## src/rtl/xor16_checksum.sv

```systemverilog
// xor16_checksum: streaming 16-bit XOR checksum over valid/ready packets.
// Define XOR16_CKSUM_COUNT_EN to add the saturating out_count/out_ovf word counter.
module xor16_gate (
  input  logic [15:0] a,
  input  logic [15:0] b,
  output logic [15:0] y
);
  assign y = a ^ b;
endmodule

module xor16_checksum #(
  parameter logic [15:0] SEED = 16'h0000
`ifdef XOR16_CKSUM_COUNT_EN
  , parameter int COUNT_W = 8
`endif
) (
  input  logic        clk,
  input  logic        rst_n,
  input  logic [15:0] in_data,
  input  logic        in_valid,
  input  logic        in_last,
  output logic        in_ready,
  output logic [15:0] out_data,
  output logic        out_valid,
  input  logic        out_ready
`ifdef XOR16_CKSUM_COUNT_EN
  , output logic [COUNT_W-1:0] out_count,
  output logic                 out_ovf
`endif
);
  typedef enum logic [1:0] {IDLE, ACCUM, HOLD} state_t;
  state_t state, state_nxt;
  logic [15:0] acc, fold;
  logic take, give;
  // acc holds SEED whenever the engine is idle, so the fold needs no seed mux
  xor16_gate u_fold (.a(acc), .b(in_data), .y(fold));
  assign take = in_valid && in_ready;
  assign give = out_valid && out_ready;
  always_comb begin
    state_nxt = state == HOLD ? (give ? IDLE : HOLD) : take ? (in_last ? HOLD : ACCUM) : state;
  end
  always_ff @(posedge clk or negedge rst_n) begin
    if (!rst_n) begin
      state     <= IDLE;
      acc       <= SEED;
      out_data  <= '0;
      out_valid <= 1'b0;
      in_ready  <= 1'b0;
    end else begin
      state    <= state_nxt;
      in_ready <= state_nxt != HOLD;
      if (take && !in_last) acc <= fold;
      if (take && in_last) begin
        out_data  <= fold;
        out_valid <= 1'b1;
      end
      if (give) begin
        out_valid <= 1'b0;
        acc       <= SEED;
      end
    end
  end
`ifdef XOR16_CKSUM_COUNT_EN
  localparam logic [COUNT_W-1:0] CMAX = '1;
  logic [COUNT_W-1:0] cnt, cnt_nxt;
  logic ovf, ovf_nxt;
  // ovf flags a word arriving while the count is already pinned at CMAX
  assign cnt_nxt = state == IDLE ? COUNT_W'(1) : cnt == CMAX ? cnt : cnt + COUNT_W'(1);
  assign ovf_nxt = state != IDLE && (ovf || cnt == CMAX);
  always_ff @(posedge clk or negedge rst_n) begin
    if (!rst_n) begin
      cnt       <= '0;
      ovf       <= 1'b0;
      out_count <= '0;
      out_ovf   <= 1'b0;
    end else begin
      if (take) begin
        cnt <= cnt_nxt;
        ovf <= ovf_nxt;
      end
      if (take && in_last) begin
        out_count <= cnt_nxt;
        out_ovf   <= ovf_nxt;
      end
      if (give) begin
        out_count <= '0;
        out_ovf   <= 1'b0;
      end
    end
  end
`endif
endmodule

```

## config.mk

```make
export PLATFORM = sky130hd
export DESIGN_NAME = xor16_checksum
export DESIGN_NICKNAME = d
export VERILOG_FILES = /design/src/rtl/xor16_checksum.sv
export SDC_FILE = /design/constraint.sdc
export NUM_CORES = 1
export LEC_CHECK = 0
export CORE_ASPECT_RATIO = 0.9
export CORE_MARGIN = 2
export CORE_UTILIZATION = 50
export CTS_CLUSTER_DIAMETER = 150
export CTS_CLUSTER_SIZE = 24
export DETAILED_ROUTE_END_ITERATION = 10
export PLACE_DENSITY = 0.81
export SYNTH_ARGS = -nofsm -noshare
export SYNTH_HDL_FRONTEND = slang
export SYNTH_SLANG_ARGS = --single-unit
```

## constraint.sdc

```tcl
create_clock -name clk -period 1.4 [get_ports clk]
set_input_delay 0.14 -clock clk [delete_from_list [all_inputs] [get_ports clk]]
set_output_delay 0.14 -clock clk [all_outputs]
set_load 0.1 [all_outputs]
```

==> impl_metrics.py, run 1 <==
metrics = {
    "logic_synthesis": {
        "synth.ff_latch_count": 36,
        "synth.avg_cell_area_um2": 12.6,
        "ys_warn_count": 0,
        "synth_fp_nets": 178,
        "ys_types": 20,
        "synth-seq-area-share": 0.454,
        "syn_inst": 157,
        "syn_area_um2": 1980,
    },
    "placed_design": {
        "hpwl_mm": 2.85,
        "placed_cells": 233,
        "place.gp.congestion": 0.707,
        "io_buffers": 38,
        "place_area_um2": 2590,
    },
    "finish": {
        "fin_nets": 218,
        "diodes": 0,
        "final_cell_area_um2": 2700,
        "final_cell_mix": "dfrtp_1, mux2_4, buf_12",
        "seq_area_um2": 908,
        "fill_cells": 254,
        "multi_input_area_um2": 1000,
        "final_common_cell": "dfrtp_1",
        "drive_above_1_share": 0.333,
        "area_growth_pct": 36.1,
        "instances_no_fill": 244,
    },
    "drt": {
        "drt-vias-per-instance": 5.86,
        "ant_nets": 0,
        "post_drt_wl_per_cell_um": 17.9,
        "vias": 1429,
        "drc": 0,
        "initialDrtViolationCount": 125,
        "wirelength_mm": 4.37,
        "dr.pass1.iters": 4,
    },
    "critical_path": {
        "r2r_cells": 3,
        "cp-start-kind": "flip-flop",
        "cp.arrival_ps": 1200,
        "critPathKind": "reg -> out",
        "cp.required_ps": 1260,
        "cp_top_family": "flip-flops",
        "reg2reg_slack_ps": 60,
        "endpoint_kind": "output pin",
        "crit_slowest_cell": "dfrtp_4",
        "path_buf_inv": 2,
        "cp_max_fo": 12,
        "timing.rr.end": "state[1]",
        "crit-reg2reg-launch": "in_ready",
        "path_cells": "buf_4 -> buf_12",
        "critPathMaxStageDelay_ps": 520,
    },
    "timing": {
        "drv_slew": 0,
        "period_minus_slack_ps": 1340,
        "fmax_ghz": 0.744,
        "hold_viol_final": 0,
        "rsz0062_at_grt": "false",
        "fin_skew_ps": 13.0,
        "relSlewSlack": 0.694,
        "period_share": 0.960,
        "worst_pin_slew_ps": 459,
        "setup-violations-final": 0,
    },
    "floorplan": {
        "fp.dieH_um": 63.7,
        "die_x_um": 70.4,
        "start_util": 0.528,
        "die_area_um2": 4490,
        "coreArea_um2": 3760,
        "rows": 21,
        "pin_count": 39,
    },
    "clock_tree": {
        "numCtsBuffers": 5,
        "clock-root-buffer": "clkbuf_8",
        "cts.sinks": 36,
        "clk_latency_ps": 290,
        "clkSlewWorstSetupHoldPaths_ps": 80,
        "htree_levels": 2,
        "cts_tree": "yes",
        "cts_buffer_depth": 2,
    },
    "outcome": {
        "status": "complete, no violations",
    },
    "grt": {
        "antenna_found_initial": 0,
        "grt_pass1_vias": 1474,
        "grt_overflow_total": 0,
        "grt_max_degree": 37,
        "grt_pass1_wl_mm": 7.10,
        "gr-usage-all-layers": 0.201,
    },
    "hold_path": {
        "hold_path_class": "in -> async",
    },
    "job": {
        "maxCapViolations": 0,
    },
}
==> how the worst max path moves through the flow <==
stage,start,to,slack [ps],cells after the start
after global placement,in_last,out_data[0],-90,3
after global routing,in_ready,state[1],10,3
after CTS,in_ready,out_data[13],3,2
after detailed placement,in_last,out_data[13],-120,3
after floorplan,in_ready,out_data[15],-130,4
final,in_ready,in_ready,60,2
==> layout make-up <==
| cell class | instances | share of cell area |
|---|---|---|
| clock buffers | 7 | 0.0283 |
| clock inverters | 1 | 0.00185 |
| inverters | 1 | 0.00139 |
| multi-input cells | 107 | 0.372 |
| flip-flops and latches | 36 | 0.337 |
| well taps | 46 | 0.0213 |
| repair buffers | 46 | 0.238 |
==> state kept, by name, summed over array words and instances, names as in the netlist <==
name       count
out_valid      1
out_data      16
in_ready       1
acc           16
state          2
==> cell families (layout without fill, tap and decap cells) <==
family / count (synthesis) / after routing / synth area share
xor gates and xnor gates: 16 / 16 / 0.0707
muxes: 32 / 32 / 0.212
buffers and inverters: 15 / 55 / 0.0543
and+or+nand+nor: 22 / 23 / 0.0940
AOI/OAI and AO/OA: 36 / 36 / 0.115
DFF: 36 / 36 / 0.454
==> what timing repair did <==
item,in CTS,in global routing
gates resized for setup,0,0
endpoints found under the setup margin,0,18
hold buffers,1,0
setup buffers,0,1
endpoints found under the hold margin,18,0
==> per-layer routing <==
metal,routed length (um),track usage,vias to the layer above
met5,0,0,-
met4,83,0.0793,0
met3,129,0.0426,8
met2,2220,0.347,26
met1,1930,0.246,743
li1,-,-,652
==> through the flow <==
stage | setup TNS, ps | setup slack, ps | hold WS, ps | utilization
final | 0 | 55.9 | 332 | 0.718
after global placement | -1960 | -93.6 | 107 | 0.690
after detailed placement | -2460 | -120 | 117 | 0.690
after CTS | 0 | 2.52 | 345 | 0.714
after floorplan | -2340 | -130 | -156 | -
after global routing | 0 | 13.5 | 385 | 0.718
==> cell usage after synthesis (all sizes together) <==
cell type	instances	area (um2)
dfrtp	36	901
mux2	32	420
nand4b	18	158
a21oi	17	85.1
a21boi	16	120
xor2	16	140
buf	14	104
and3	1	11.3
inv	1	3.75
nand2	1	3.75
nand3b	1	7.51
nor2b	1	6.26
o211a	1	10.0
o21a	1	7.51
o21ai	1	5.00
Power of run 1 is not shown: default switching activity piles up to over one toggle a cycle in this logic, so the estimate is an artifact.
==> run 2, diff against run 1 <==
--- a/config.mk
+++ b/config.mk
@@ -7,11 +7,11 @@
 export LEC_CHECK = 0
 export CORE_ASPECT_RATIO = 0.9
 export CORE_MARGIN = 2
-export CORE_UTILIZATION = 50
+export CORE_UTILIZATION = 46
 export CTS_CLUSTER_DIAMETER = 150
 export CTS_CLUSTER_SIZE = 24
 export DETAILED_ROUTE_END_ITERATION = 10
-export PLACE_DENSITY = 0.81
+export PLACE_DENSITY = 0.78
 export SYNTH_ARGS = -nofsm -noshare
 export SYNTH_HDL_FRONTEND = slang
 export SYNTH_SLANG_ARGS = --single-unit
==> constraint.sdc (replaced) <==
create_clock -name clk -period 1.2 [get_ports clk]
set_input_delay 0.12 -clock clk [delete_from_list [all_inputs] [get_ports clk]]
set_output_delay 0.12 -clock clk [all_outputs]
set_load 0.1 [all_outputs]
==> impl_metrics.py, run 2 (synthesized netlist as in run 1, its figures left out) <==
metrics = {
    "grt": {
        "grt_pass1_vias": 1485,
        "grt_overflow_total": 0,
        "antenna_found_initial": 0,
        "grt_max_degree": 35,
        "gr-usage-all-layers": 0.189,
        "grt_pass1_wl_mm": 6.98,
    },
    "finish": {
        "final_cell_mix": "dfrtp_1, mux2_4, buf_12",
        "fin_nets": 228,
        "drive_above_1_share": 0.380,
        "area_growth_pct": 44.1,
        "final_cell_area_um2": 2860,
        "instances_no_fill": 256,
        "final_common_cell": "dfrtp_1",
        "diodes": 0,
        "fill_cells": 290,
        "top_regs": "acc (16), out_data (16), state (2)",
    },
    "timing": {
        "hold_ws_ps": 182,
        "hold_viol_final": 0,
        "setup_ws_ps": -118,
        "period_minus_slack_ps": 1320,
        "period_share": 1.10,
        "relSlewSlack": 0.862,
        "rsz0062_at_grt": "true",
        "fmax_ghz": 0.759,
        "setup-violations-final": 30,
        "drv_slew": 0,
        "fin_skew_ps": 3.57,
        "worst_pin_slew_ps": 205,
    },
    "drt": {
        "wirelength_mm": 4.40,
        "drt-vias-per-instance": 5.59,
        "vias": 1432,
        "ant_nets": 0,
        "drc": 0,
        "post_drt_wl_per_cell_um": 17.2,
        "dr.pass1.iters": 4,
        "initialDrtViolationCount": 86,
    },
    "floorplan": {
        "rows": 22,
        "start_util": 0.484,
        "coreArea_um2": 4100,
        "fp.dieH_um": 66.3,
        "pin_count": 39,
        "die_x_um": 73.2,
        "die_area_um2": 4850,
    },
    "critical_path": {
        "r2r_cells": 4,
        "endpoint_kind": "output pin",
        "cp_top_family": "flip-flops",
        "crit_top_cell": "buf_6",
        "cp.arrival_ps": 1200,
        "path_buf_inv": 3,
        "timing.rr.end": "acc[0]",
        "cp-start-kind": "flip-flop",
        "cp_max_fo": 4,
        "critPathKind": "reg -> out",
        "cp.required_ps": 1080,
        "crit_slowest_cell": "dfrtp_4",
        "reg2reg_slack_ps": -110,
        "crit-reg2reg-launch": "in_ready",
        "path_cells": "buf_6 -> buf_6 -> buf_12",
        "critPathMaxStageDelay_ps": 500,
    },
    "placed_design": {
        "place_area_um2": 2650,
        "placed_cells": 240,
        "hpwl_mm": 2.79,
        "pre_cts_ws_ps": -253,
        "io_buffers": 38,
        "place.gp.congestion": 0.748,
    },
    "clock_tree": {
        "htree_levels": 2,
        "cts.sinks": 36,
        "cts_buffer_depth": 2,
        "cts_tree": "yes",
        "clk_latency_ps": 290,
        "clkSlewWorstSetupHoldPaths_ps": 70,
        "numCtsBuffers": 5,
        "clock-root-buffer": "clkbuf_8",
    },
    "outcome": {
        "status": "finished with violations",
        "violations": "setup timing",
    },
    "job": {
        "maxCapViolations": 0,
    },
    "hold_path": {
        "hold_path_class": "in -> async",
    },
}
## run 2: area by class of cell
type	instances	area, um2	share of cell area
multi-input combinational	106	1010	0.353
sequential	36	908	0.318
timing repair buffer	57	785	0.275
clock buffer	6	82.6	0.0289
tap	48	60.1	0.0210
clock inverter	2	10.0	0.00350
inverter	1	3.75	0.00131
## run 2: worst max-delay path by stage
stage	startpoint	to	slack, ps	cells past startpoint
finish	in_ready	in_ready	-120	3
global route	in_ready	in_ready	-140	3
CTS	in_ready	in_ready	-120	3
detailed placement	in_valid	acc[11]	-250	4
global placement	in_valid	acc[8]	-210	4
floorplan	in_ready	out_data[15]	-330	4
## run 2: timing repair
item                       4_1_cts  5_1_grt
hold endpoints to repair        36        0
hold buffers                     1        0
setup endpoints to repair       31       32
gates resized for setup          4        2
buffers inserted                 5        1
cloned                           0        1
## run 2: per-stage QoR
stage | TNS, ps | util
2_1_floorplan | -8660 | -
3_3_place_gp | -6050 | 0.647
3_5_place_dp | -6950 | 0.647
4_1_cts | -1450 | 0.689
5_1_grt | -2150 | 0.697
6_report | -1600 | 0.697
## run 2: metal layers
metal	global-route usage	wire length, um	vias up
met5	0	0	-
met4	0.0579	54	0
met3	0.0396	190	7
met1	0.228	1810	719
met2	0.334	2340	43
li1	-	-	663
Power of run 2 is left out for the same reason.
==> run 3, diff against run 2 <==
--- a/config.mk
+++ b/config.mk
@@ -5,13 +5,14 @@
 export SDC_FILE = /design/constraint.sdc
 export NUM_CORES = 1
 export LEC_CHECK = 0
+export ABC_AREA = 1
 export CORE_ASPECT_RATIO = 0.9
 export CORE_MARGIN = 2
-export CORE_UTILIZATION = 46
+export CORE_UTILIZATION = 53
 export CTS_CLUSTER_DIAMETER = 150
 export CTS_CLUSTER_SIZE = 24
 export DETAILED_ROUTE_END_ITERATION = 10
-export PLACE_DENSITY = 0.78
+export PLACE_DENSITY = 0.87
 export SYNTH_ARGS = -nofsm -noshare
 export SYNTH_HDL_FRONTEND = slang
 export SYNTH_SLANG_ARGS = --single-unit
==> constraint.sdc (replaced) <==
create_clock -name clk -period 1.6 [get_ports clk]
set_input_delay 0.16 -clock clk [delete_from_list [all_inputs] [get_ports clk]]
set_output_delay 0.16 -clock clk [all_outputs]
set_load 0.1 [all_outputs]
==> impl_metrics.py, run 3 <==
metrics = {
    "outcome": {
        "status": "complete, no violations",
    },
    "drt": {
        "wirelength_mm": 3.78,
        "dr.pass1.iters": 4,
        "initialDrtViolationCount": 56,
        "post_drt_wl_per_cell_um": 12.3,
        "drt-vias-per-instance": 5.00,
        "vias": 1529,
        "ant_nets": 0,
        "drc": 0,
    },
    "timing": {
        "setup-violations-final": 0,
        "setup_tns_ps": 0,
        "relSlewSlack": 0.736,
        "period_minus_slack_ps": 1220,
        "worst_pin_slew_ps": 395,
        "setup_ws_ps": 379,
        "fmax_ghz": 0.819,
        "rsz0062_at_grt": "false",
        "fin_skew_ps": 16.5,
        "hold_viol_final": 0,
        "period_share": 0.763,
        "drv_slew": 0,
    },
    "power": {
        "ir_drop_uv": 537,
        "p_int_uw": 1300,
        "p_seq_frac": 0.554,
        "p_total_uw": 1640,
        "leakage_uw": 0.00135,
        "combPwrFrac": 0.067,
        "switching_power_uw": 344,
        "power_density_nw_per_um2": 693,
        "p_sw_frac": 0.210,
        "clkPwrFrac": 0.379,
    },
    "clock_tree": {
        "clock-root-buffer": "clkbuf_4",
        "clk_latency_ps": 330,
        "cts_tree": "yes",
        "cts_setup_buffers": 0,
        "holdBufCountCts": 0,
        "clkSlewWorstSetupHoldPaths_ps": 120,
        "numCtsBuffers": 5,
        "htree_levels": 2,
        "cts_buffer_depth": 2,
        "cts.sinks": 36,
        "cts_resized": 0,
    },
    "floorplan": {
        "coreArea_um2": 3040,
        "die_x_um": 63.3,
        "rows": 19,
        "pin_count": 39,
        "start_util": 0.551,
        "fp.dieH_um": 57.4,
        "die_area_um2": 3630,
    },
    "finish": {
        "final_cell_area_um2": 2370,
        "area_growth_pct": 41.3,
        "final_cell_mix": "nand2_1, dfrtp_1, nor2_1",
        "final_common_cell": "nand2_1",
        "fin_nets": 284,
        "drive_above_1_share": 0.140,
        "diodes": 0,
        "top_regs": "acc (16), out_data (16), state (2)",
    },
    "grt": {
        "gr-usage-all-layers": 0.236,
        "antenna_found_initial": 0,
        "grt_pass1_wl_mm": 6.70,
        "grt_max_degree": 37,
        "grt_pass1_vias": 1546,
        "grt_overflow_total": 0,
    },
    "logic_synthesis": {
        "syn_inst": 219,
        "synth.most_common_cell": "nand2_1",
        "syn_area_um2": 1680,
        "synth.avg_cell_area_um2": 7.66,
        "synth.ff_latch_count": 36,
        "synth-seq-area-share": 0.537,
        "synthFlopType": "dfrtp_1",
        "synth_area_leaders": "dfrtp_1, nand2_1, nor2_1",
        "ys_warn_count": 0,
        "yosys.area.top_type": "dfrtp_1",
        "synthArstFlopShare": 1.00,
        "synth.top_cell.area_share": 0.537,
        "synthTopCellsByCount": "nand2_1, dfrtp_1, nor2_1",
        "synth_edf_count": 0,
        "ys_types": 14,
        "synth_fp_nets": 240,
    },
    "critical_path": {
        "cp.required_ps": 1880,
        "cp.arrival_ps": 1500,
        "critPathKind": "reg -> reg",
        "crit-reg2reg-launch": "in_ready",
        "cp_max_fo": 16,
        "cp-start-kind": "flip-flop",
        "critPathLaunch": "in_ready",
        "endpoint_kind": "flip-flop",
    },
    "hold_path": {
        "hold_path_class": "in -> async",
    },
    "placed_design": {
        "pre_cts_ws_ps": 121,
        "hpwl_mm": 2.64,
        "place_area_um2": 2290,
        "io_buffers": 38,
        "place.gp.congestion": 0.768,
    },
    "job": {
        "maxCapViolations": 0,
    },
}
## run 3: cell types whose count changed after synthesis, sizes merged, moves of 10 or more
cell,change
a21oi,-17
mux2,-32
nand2,+100
xor2,-16
nor2,+34
buf,-10
nand3,+21
nand4b,-18
a21boi,-16
inv,+19
## run 3: cells by family after synthesis
family	count (synthesis)	synth area share
flops	36	0.537
simple gates	157	0.388
buf+inv	25	0.0701
compound gates	1	0.00448
## run 3: power groups by stage
stage	registers, uW	logic (uW)	clock network [uW]
floorplan	927	24.1	0
global placement	927	109	0
detailed placement	927	110	0
CTS	909	111	617
global route	909	122	658
finish	909	110	622
## run 3: area by class of cell
class	instances	area, um2
Timing Repair Buffer	42	603
Clock inverter	2	35.0
Sequential cell	36	903
Clock buffer	6	41.3
Fill cell	210	674
Inverter	20	75.1
Tap cell	42	52.6
Multi-Input combinational cell	158	658
## run 3: routing by layer
| layer | GRT usage | routed length [um] | part of all wire |
|---|---|---|---|
| met1 | 0.294 | 1580 | 0.42 |
| met4 | 0.0963 | 57 | 0.015 |
| met3 | 0.0414 | 172 | 0.046 |
| met5 | 0 | 0 | 0 |
| met2 | 0.415 | 1970 | 0.52 |
## run 3: path summary, 6_finish.rpt
kind / to / slack (ps) / cells past startpoint
setup / recovery: acc[10] / 380 / 5
hold / removal: acc[15] / 200 / 2
setup reg to reg: acc[10] / 380 / 5
hold reg to reg: acc[3] / 520 / 2
max in group asynchronous: in_ready / 1200 / 2
min in group clk: acc[3] / 520 / 2
## run 3: metrics by stage
stage | hold WS, ps | util | std cells
after CTS | 207 | 0.778 | 306
after floorplan | -136 | - | 219
after detailed placement | 497 | 0.753 | 298
after global routing | 209 | 0.778 | 306
final | 198 | 0.778 | 306
after global placement | 487 | 0.753 | 298
## run 3: critical path: stages, from the launching register on
cell and delay (ps):
dfrtp_2 460, nand2_2 120, nor2_4 70, nor2_4 330, nand2_1 110, nand2_1 90
(Power assumes the default switching activity.)
